$ cat src/rtl/coherence_event_gen.sv
// coherence_event_gen: classifies CPU requests and snoops against a per-line state table and drives one coherence FSM event per transaction.
// Revision 1.0
`default_nettype none
`timescale 1ns/1ps

module coherence_event_gen #(
  parameter int IDX_W   = 4,
  parameter int TIMEOUT = 255
) (
  input  logic             clk,
  input  logic             reset,
  input  logic             cpu_valid,
  output logic             cpu_ready,
  input  logic             cpu_write,
  input  logic [IDX_W-1:0] cpu_idx,
  input  logic             cpu_shared_hint,
  input  logic             snp_valid,
  output logic             snp_ready,
  input  logic             snp_write,
  input  logic [IDX_W-1:0] snp_idx,
  output logic             fsm_load,
  output logic [2:0]       fsm_state,
  input  logic [2:0]       fsm_new_state,
  output logic             RMS,
  output logic             RME,
  output logic             WM,
  output logic             WH,
  output logic             SHR,
  output logic             SHW,
  output logic             done,
  output logic [2:0]       done_state,
  output logic             timeout_err
);

  localparam int DEPTH = 1 << IDX_W;
  localparam int CNT_W = $clog2(TIMEOUT + 1);

  localparam logic [2:0] ST_INVALID  = 3'd0;
  localparam logic [2:0] ST_MODIFIED = 3'd3;

  // One-hot event vector, bit order {SHW, SHR, WH, WM, RME, RMS}
  localparam logic [5:0] EV_RMS = 6'b000001;
  localparam logic [5:0] EV_RME = 6'b000010;
  localparam logic [5:0] EV_WM  = 6'b000100;
  localparam logic [5:0] EV_WH  = 6'b001000;
  localparam logic [5:0] EV_SHR = 6'b010000;
  localparam logic [5:0] EV_SHW = 6'b100000;

  typedef enum logic [1:0] {ENG_IDLE, ENG_LOAD, ENG_RUN} eng_t;

  eng_t              state;
  logic [2:0]        table_q [DEPTH];
  logic [IDX_W-1:0]  idx_q;
  logic [5:0]        evt_pend;
  logic [5:0]        evt_out;
  logic              first_run;
  logic [CNT_W-1:0]  wd_cnt;
  logic              local_done;
  logic [2:0]        local_state;
  logic              fsm_load_q;
  logic [2:0]        fsm_state_q;

  logic              snp_acc;
  logic              cpu_acc;
  logic              acc_go;
  logic              acc_local;
  logic [IDX_W-1:0]  acc_idx;
  logic [5:0]        acc_evt;
  logic [2:0]        acc_lstate;
  logic [2:0]        snp_line;
  logic [2:0]        cpu_line;
  logic              sampling;
  logic              run_retire;
  logic              run_timeout;

  assign snp_ready = (state == ENG_IDLE) && !reset;
  assign cpu_ready = snp_ready && !snp_valid;
  assign snp_acc   = snp_valid && snp_ready;
  assign cpu_acc   = cpu_valid && cpu_ready;
  assign snp_line  = table_q[snp_idx];
  assign cpu_line  = table_q[cpu_idx];

  always_comb begin
    acc_go     = 1'b0;
    acc_local  = 1'b0;
    acc_idx    = '0;
    acc_evt    = '0;
    acc_lstate = ST_INVALID;
    if (snp_acc) begin
      acc_idx = snp_idx;
      if (snp_line == ST_INVALID) begin
        acc_local = 1'b1;
      end else begin
        acc_go  = 1'b1;
        acc_evt = snp_write ? EV_SHW : EV_SHR;
      end
    end else if (cpu_acc) begin
      acc_idx = cpu_idx;
      if (!cpu_write && cpu_line != ST_INVALID) begin
        acc_local  = 1'b1;
        acc_lstate = cpu_line;
      end else if (cpu_write && cpu_line == ST_MODIFIED) begin
        acc_local  = 1'b1;
        acc_lstate = ST_MODIFIED;
      end else begin
        acc_go = 1'b1;
        if (!cpu_write)
          acc_evt = cpu_shared_hint ? EV_RMS : EV_RME;
        else
          acc_evt = (cpu_line == ST_INVALID) ? EV_WM : EV_WH;
      end
    end
  end

  // The FSM's answer is only trusted from the second RUN cycle; code 7 counts as transient.
  assign sampling    = (state == ENG_RUN) && !first_run && !reset;
  assign run_retire  = sampling && !fsm_new_state[2];
  assign run_timeout = sampling && fsm_new_state[2] && (wd_cnt == CNT_W'(TIMEOUT));

  assign done        = local_done || run_retire || run_timeout;
  assign done_state  = run_retire  ? fsm_new_state :
                       run_timeout ? ST_INVALID    :
                       local_done  ? local_state   : ST_INVALID;
  assign timeout_err = run_timeout;

  assign fsm_load  = fsm_load_q;
  assign fsm_state = fsm_state_q;
  assign {SHW, SHR, WH, WM, RME, RMS} = evt_out;

  always_ff @(posedge clk) begin
    if (reset) begin
      state       <= ENG_IDLE;
      idx_q       <= '0;
      evt_pend    <= '0;
      evt_out     <= '0;
      first_run   <= 1'b0;
      wd_cnt      <= '0;
      local_done  <= 1'b0;
      local_state <= ST_INVALID;
      fsm_load_q  <= 1'b0;
      fsm_state_q <= ST_INVALID;
      for (int i = 0; i < DEPTH; i++) table_q[i] <= ST_INVALID;
    end else begin
      local_done  <= 1'b0;
      fsm_load_q  <= 1'b0;
      fsm_state_q <= ST_INVALID;
      case (state)
        ENG_IDLE: begin
          if (acc_local) begin
            local_done  <= 1'b1;
            local_state <= acc_lstate;
          end
          if (acc_go) begin
            idx_q       <= acc_idx;
            evt_pend    <= acc_evt;
            fsm_load_q  <= 1'b1;
            fsm_state_q <= table_q[acc_idx];
            state       <= ENG_LOAD;
          end
        end
        ENG_LOAD: begin
          evt_out   <= evt_pend;
          first_run <= 1'b1;
          wd_cnt    <= '0;
          state     <= ENG_RUN;
        end
        ENG_RUN: begin
          first_run <= 1'b0;
          if (run_retire) begin
            table_q[idx_q] <= fsm_new_state;
            evt_out        <= '0;
            state          <= ENG_IDLE;
          end else if (run_timeout) begin
            table_q[idx_q] <= ST_INVALID;
            evt_out        <= '0;
            state          <= ENG_IDLE;
          end else begin
            // Counts every RUN cycle spent waiting, so expiry lands on RUN cycle TIMEOUT+1.
            wd_cnt <= wd_cnt + 1'b1;
          end
        end
        default: state <= ENG_IDLE;
      endcase
    end
  end

endmodule

`default_nettype wire
$ cat config.mk
export PLATFORM = sky130hd
export DESIGN_NAME = coherence_event_gen
export DESIGN_NICKNAME = d
export VERILOG_FILES = /design/src/rtl/coherence_event_gen.sv
export SDC_FILE = /design/constraint.sdc
export NUM_CORES = 1
export LEC_CHECK = 0
export CORE_MARGIN = 2
export CORE_UTILIZATION = 30
export CTS_CLUSTER_SIZE = 8
export DETAILED_ROUTE_END_ITERATION = 8
export MAX_ROUTING_LAYER = met4
export PLACE_DENSITY = 0.58
export SYNTH_ARGS = -nofsm -noshare
export SYNTH_HDL_FRONTEND = slang
export SYNTH_SLANG_ARGS = --single-unit
$ cat constraint.sdc
create_clock -name clk -period 2.4 [get_ports clk]
set_input_delay 0.24 -clock clk [delete_from_list [all_inputs] [get_ports clk]]
set_output_delay 0.24 -clock clk [all_outputs]
set_load 0.01 [all_outputs]
[Word-level counts from Yosys, hierarchy flattened]
Memories as Yosys holds them, arrays and structs flattened. A register that Yosys moved wholly into a read port is not among the register bits.
Cells that the tools add are included.
Storage, ports and cells
  flip-flop bits (word level): 32
  memory bits (writable): 48
  input port bits: 18
  output and inout bits: 17
  logic and storage cells: 109
  memories: 1
Operators by class
  add/subtract/negate cells: 1
  equal/unequal tests: 8
  mux-type cells: 56
  bitwise logic cells: 3
  reduce and logical (&&, ||, !) cells: 31
Memories
  table_q: depth 16, bits a word 3, rd ports 3, clocked after memory_dff 1, write ports 16, line 52  | logic [2:0] table_q [DEPTH];
Operators by type and width (number)
  $mux W4: 8
  $mux W6: 5
  $mux W1: 24
  $mux W3: 8
  $mux W8: 2
  $pmux W8 S2: 1
  $pmux W6 S2: 1
  $logic_and A1 B1 Y1: 11
  $mux W2: 5
  $add A8 B1 Y8 const B: 1
  $eq A8 B8 Y1 const B: 1
  $reduce_and A2 Y1: 4
  $logic_not A3 Y1: 2
  $ne A2 B2 Y1 const B: 3
  $pmux W2 S3: 1
  $reduce_or A3 Y1: 2
  $logic_not A1 Y1: 5
  $eq A3 B2 Y1 const B: 1
  $ne A3 B3 Y1 const B: 1
  $reduce_and A3 Y1: 1
  $reduce_bool A3 Y1: 1
  $eq A2 B1 Y1 const B: 1
  $eq A2 B2 Y1 const B: 1
  $logic_not A2 Y1: 1
  other kinds (6): 8

[Longest topological paths before layout]
Gate-level depths: netlist of the first run.
  word-level depth: 13
  depth in mapped cells: 11
  mapped depth without buffers: 10

[Least setup slack after synthesis of the first run]
Ideal clock, no wire load.
  path kind: register -> register
  start point: reg wd_cnt[0]
  end point: mem table_q[0][0] (enable)
  library setup time: 0.355 ns
  arrival: 2.036 ns
  required time: 2.045 ns
  path slack: 0.008 ns
  cell stages (with the launch flop): 8
  buffers on the path: 1
  clock period less this slack: 2.392 ns
  cell sequence: dfxtp_1 > ha_1 > nand2_1 > or3_1 > a21o_1 > or3_1 > clkbuf_1 > o31ai_1
RTL lines
  start: declaration: line 57  | logic [CNT_W-1:0] wd_cnt;
  start signal: assignment: line 179  | wd_cnt <= wd_cnt + 1'b1;
  end: declaration: line 52

==> impl_metrics.ini, run 1 <==
[run_status]
status = finished, final reports clean

[grt]
grt_pass1_vias = 3932
grt_max_degree = 24
grt_pass1_wl_um = 20920
track_usage_pct = 16.95
grt-ovfl-total = 0
antenna_found_initial = 0

[floorplanning]
io_pins = 35
die-area_mm2 = 0.01637
rows = 45
start_util_pct = 30.54
dieWidth_um = 127.9
dieHeight_um = 127.9
coreArea_mm2 = 0.01509

[clock_tree]
clkTransAtPathRegs_ns = 0.07
ctsHoldBuffers = 0
cts_sinks = 83
cts.htree.levels = 3
cts_made_buffers = 9
root_buffer = clkbuf_16
cts_tree = yes
clock_path_buffers = 2
clk_latency_ns = 0.34

[run]
drv_cap = 0

[worst_setup_path]
arrival_ns = 2.63
path_class = flop to flop
cp_max_fo = 6
worstPathRequired_ns = 2.68
cp-start-kind = flop
critPathCaptureType = flop

[route]
post_drt_wl_per_cell_um = 17.45
viasPerCell = 5.287
drt_drc_violations_left = 0
wl_met1_um = 6143
final_antenna_net_count = 0
drtIter0Drc = 238
wl_met2_um = 6179
routed.top_layer = met4
wl_met3_um = 441
vias = 3955
drt-total-wl_um = 13050
first_pass_iters = 4

[power_and_ir_drop]
p_total_mw = 4.297
power_frac_seq_pct = 39.4
powerDensity_mw_per_mm2 = 699.5
p_leak_nw = 2.240
p_sw_mw = 1.321
internal_power_mw = 2.976
ir_worst_vdd_mv = 0.3595
p_comb_share_pct = 27.5
p_clk_share_pct = 33.1
swShare_pct = 30.75

[placed_design]
portBuffers = 34
routabilityCongestion = 0.9013
dp_hpwl_um = 9945

[layout]
multi_input_area_mm2 = 0.002429
nFillCells = 1450
fin_nets = 578
drive_above_1_share_pct = 24.82
antenna_cells = 0
syn_to_final_growth_pct = 33.32
regArea_mm2 = 0.002146

[timing]
rsz0062_at_grt = yes
post-route-period-util_pct = 98.13
report.final.setup_viol = 0
hold_violations = 0
slew_headroom_pct = 45.87
skew_ns = 0.01085
setup_tns_ns = 0
whs_ns = 0.4599
min_period_ns = 2.355
tightest_slew_ns = 0.8110
fmaxAchievable_ghz = 0.4246
drv_slew = 0

[worst_hold_path]
hold_path_class = flop to flop

[synthesis]
synth_area_per_cell_um2 = 10.36
ys_seq_elements = 83
synth_cell_types = 61
synthesis.area_mm2 = 0.004608
synth_edf_count = 48
ys_seq_area_share_pct = 46.48
synth_most_common_cell = edfxtp_1
synth.area.top_cells = edfxtp_1 31%, dfxtp_1 15%, mux4_1 5.1%
synth_ff_type = edfxtp_1
async_flop_share_pct = 0
synth_top_area_share_pct = 31.28
synth_cells = 445
synth_top_area_cell = edfxtp_1
yosys-top-cells-count = 48 x edfxtp_1, 35 x dfxtp_1, 32 x nand2_1
yosys_warnings = 0
[critical path, stage by stage, from the launching register on]
cell      delay (ns)
edfxtp_1        0.40
or3_1           0.39
mux4_2          0.50
o32ai_2         0.12
a32oi_2         0.12
buf_4           0.19
a22oi_2         0.27
nand3_1         0.14
a21oi_2         0.16
[logic make-up after synthesis]
logic type	Yosys count	synth area share, %
xor gates and xnor gates	6	1.140
and+or+nand+nor	176	21.07
muxes	28	10.67
buffers and inverters	40	3.611
AOI/OAI and AO/OA	106	15.59
adders and majority gates	5	1.358
other	1	0.08138
DFF	83	46.48
[power by group through the flow]
stage / Sequential (mW) / Clock, mW / Combinational [mW]
after detailed placement: 1.72 / 0 / 1.14
after floorplan: 1.69 / 0 / 0.700
after CTS: 1.69 / 1.44 / 1.16
after global placement: 1.72 / 0 / 1.11
after global routing: 1.70 / 1.51 / 1.29
final: 1.69 / 1.42 / 1.18
[per-layer routing]
metal / global-route usage, % / vias up
met5: - / -
met4: 5.882 / 0
met3: 3.088 / 21
met2: 26.93 / 79
met1: 21.87 / 1930
li1: - / 1925
[layout by cell type (no fill, tap or decap), drive strengths merged, types with 19 or more instances in the layout]
cell type / n
a211oi: 25
a21oi: 32
buf: 77
clkdlybuf4s50: 28
dfxtp: 35
edfxtp: 48
nand2: 33
nand3: 19
nor2: 23
nor3: 31
o21ai: 23
[registers in the layout, summed over array words and instances (netlist names)]
name and count:
first_run 1, idx_q 4, fsm_state 3, state 2, table_q 48, local_state 3
evt_out 6, wd_cnt 8, fsm_load 1, local_done 1, evt_pend 6
[through the flow]
| stage | cells | area (um2) | utilization (%) | worst slack (ns) |
|---|---|---|---|---|
| floorplan | 460 | 4664 | - | 0.008239 |
| global placement | 725 | 5692 | 37.72 | -0.3556 |
| detailed placement | 725 | 5692 | 37.72 | -0.3982 |
| CTS | 744 | 6075 | 40.26 | 0.001889 |
| global route | 748 | 6143 | 40.71 | -0.04386 |
| finish | 748 | 6143 | 40.71 | 0.04484 |
[layout make-up]
type | count | share of cell area [%]
Multi-Input combinational cell | 337 | 39.53
Sequential cell | 83 | 34.93
Timing Repair Buffer | 112 | 16.05
Clock buffer | 10 | 3.890
Tap cell | 188 | 3.829
Clock inverter | 6 | 0.9980
Inverter | 12 | 0.7739
[worst paths after layout]
check / start / to / slack [ns] / depth (start not counted)
min reg2reg: evt_pend[2] / evt_out[2] / 0.46 / 2
min: evt_pend[2] / evt_out[2] / 0.46 / 2
max reg2reg: table_q[6][0] / idx_q[0] / 0.04 / 8
max: table_q[6][0] / idx_q[0] / 0.04 / 8
[repair_timing]
action / CTS / global route
buffers inserted: 2 / 4
hold endpoints to repair: 0 / 0
gates cloned: 1 / 0
pin swaps: 6 / 13
gates resized for setup: 13 / 22
endpoints found under the setup margin: 21 / 59
No activity file was read; power rests on OpenSTA's default activity.
==> run 2: changes to the inputs <==
--- a/config.mk
+++ b/config.mk
@@ -10,4 +10,5 @@
 export CTS_CLUSTER_SIZE = 8
 export DETAILED_ROUTE_END_ITERATION = 8
+export GPL_ROUTABILITY_DRIVEN = 0
 export MAX_ROUTING_LAYER = met4
 export PLACE_DENSITY = 0.58
==> constraint.sdc (replaced) <==
create_clock -name clk -period 2.4 [get_ports clk]
set_input_delay 0.24 -clock clk [delete_from_list [all_inputs] [get_ports clk]]
set_output_delay 0.24 -clock clk [all_outputs]
set_load 0.05 [all_outputs]
==> impl_metrics.ini, run 2 (same netlist as run 1, synthesis figures left out) <==
[run_status]
status = finished, final reports clean

[grt]
grt_pass1_vias = 3763
antenna_found_initial = 0
grt-ovfl-total = 0
track_usage_pct = 16.55
grt_max_degree = 24
grt_pass1_wl_um = 20190

[route]
first_pass_iters = 5
final_antenna_net_count = 0
drt_drc_violations_left = 0
viasPerCell = 5.345
vias = 3966
drt-total-wl_um = 12870
post_drt_wl_per_cell_um = 17.35
drtIter0Drc = 262

[layout]
top_register = table_q
fin_nets = 572
multi_input_area_mm2 = 0.002427
syn_to_final_growth_pct = 34.59
antenna_cells = 0
regArea_mm2 = 0.002152
nFillCells = 1421
final_cell_mix = 64 x buf_4, 48 x edfxtp_1, 32 x nand2_1
mostFrequentLayoutCell = buf_4
largest_register_ffs = 48
finish.utilization_pct = 41.10
top_regs = table_q: 48 flops, wd_cnt: 8 flops
drive_above_1_share_pct = 25.63

[power_and_ir_drop]
p_leak_nw = 2.241
ir_worst_vdd_mv = 0.3842
p_total_mw = 4.489
powerDensity_mw_per_mm2 = 723.8

[floorplanning]
coreArea_mm2 = 0.01509
die-area_mm2 = 0.01637
dieWidth_um = 127.9
start_util_pct = 30.54
rows = 45
io_pins = 35
dieHeight_um = 127.9

[worst_setup_path]
r2r_end = fsm_state[0]
arrival_ns = 2.62
path_class = flop to flop
cpPeakStageDelay_ns = 0.54
r2r_slack_ns = 0.05
cp_slowest_cell = mux4_2
worstPathRequired_ns = 2.67
cp-start-kind = flop
path_cells = buf_6, mux4_2, mux4_2, nor2_4, o21a_4, nor2_8, buf_6, a211oi_2
cp_max_fo = 6
r2r_start = table_q[3][0]
reg2regPathDepth = 8
crit_path_start = table_q[3][0]
critPathCaptureType = flop

[placed_design]
dp_hpwl_um = 9695
portBuffers = 34

[timing]
report.final.setup_viol = 0
whs_ns = 0.4649
skew_ns = 0.01174
post-route-period-util_pct = 98.00
drv_slew = 0
fmaxAchievable_ghz = 0.4252
tightest_slew_ns = 0.7728
min_period_ns = 2.352
slew_headroom_pct = 48.42
hold_violations = 0
rsz0062_at_grt = yes

[clock_tree]
root_buffer = clkbuf_16
clock_path_buffers = 2
clkTransAtPathRegs_ns = 0.07
cts_sinks = 83
clk_latency_ns = 0.35
cts.htree.levels = 3
cts_made_buffers = 9
cts_tree = yes

[worst_hold_path]
min_path_cells = 2
min_from = evt_pend[1]
hold_path_class = flop to flop
holdPathEnd = evt_out[1]

[run]
drv_cap = 0
## run 2: cell types whose count changed in the layout (fill, tap and decap cells not counted), sizes merged
cell	previous run	this run
inv	15	14
clkdlybuf4s50	28	25
clkbuf	12	11
dlygate4sd2	2	1
buf	77	78
dlymetal6s2s	1	0
## run 2: worst max-delay path: cells and delay by family (launching register included)
family / cells / cell delay (ns)
flops: 1 / 0.43
mux: 2 / 1.00
compound gates: 2 / 0.39
buf+inv: 2 / 0.26
simple gates: 2 / 0.19
## run 2: worst max path at each step
stage                    end  depth (start not counted)  slack, ns
6_report        fsm_state[0]                          8       0.05
5_1_grt             idx_q[0]                          8      -0.03
4_1_cts         fsm_state[1]                          8     0.0001
3_5_place_dp      local_done                          9      -0.43
3_3_place_gp     evt_pend[1]                          8      -0.37
2_1_floorplan  table_q[0][0]                          7      0.008
## run 2: per-stage QoR
| stage | cell area [um2] | setup WS (ns) | TNS, ns | instances |
|---|---|---|---|---|
| global placement | 5739 | -0.3654 | -6.072 | 722 |
| floorplan | 4664 | 0.008239 | 0 | 460 |
| CTS | 6118 | 0.0001152 | 0 | 741 |
| detailed placement | 5739 | -0.4256 | -7.279 | 722 |
| global route | 6202 | -0.02895 | -0.3197 | 742 |
| finish | 6202 | 0.04805 | 0 | 742 |
## run 2: cell type report
class | instances | area share (%)
clock inverters | 5 | 0.9482
multi-input cells | 337 | 39.14
inverters | 12 | 0.7666
clock buffers | 11 | 4.095
flip-flops and latches | 83 | 34.70
well taps | 188 | 3.793
repair buffers | 106 | 16.56
## run 2: power breakdown
part           internal [mW]  switching, mW
logic                  0.568          0.767
clock network          0.874          0.586
registers               1.61         0.0833
## run 2: layer usage
metal | share of wire [%] | track usage, %
met1 | 44 | 20.46
met5 | 0 | -
met3 | 4.8 | 3.923
met4 | 2.3 | 5.818
met2 | 49 | 26.61
## run 2: timing repair
item                       CTS  global route
hold buffers                 0             0
setup endpoints to repair   15            49
hold endpoints to repair     0             0
resized for setup            8            25
setup buffers                2             1
cloned                       1             0
pin swaps                    2            11
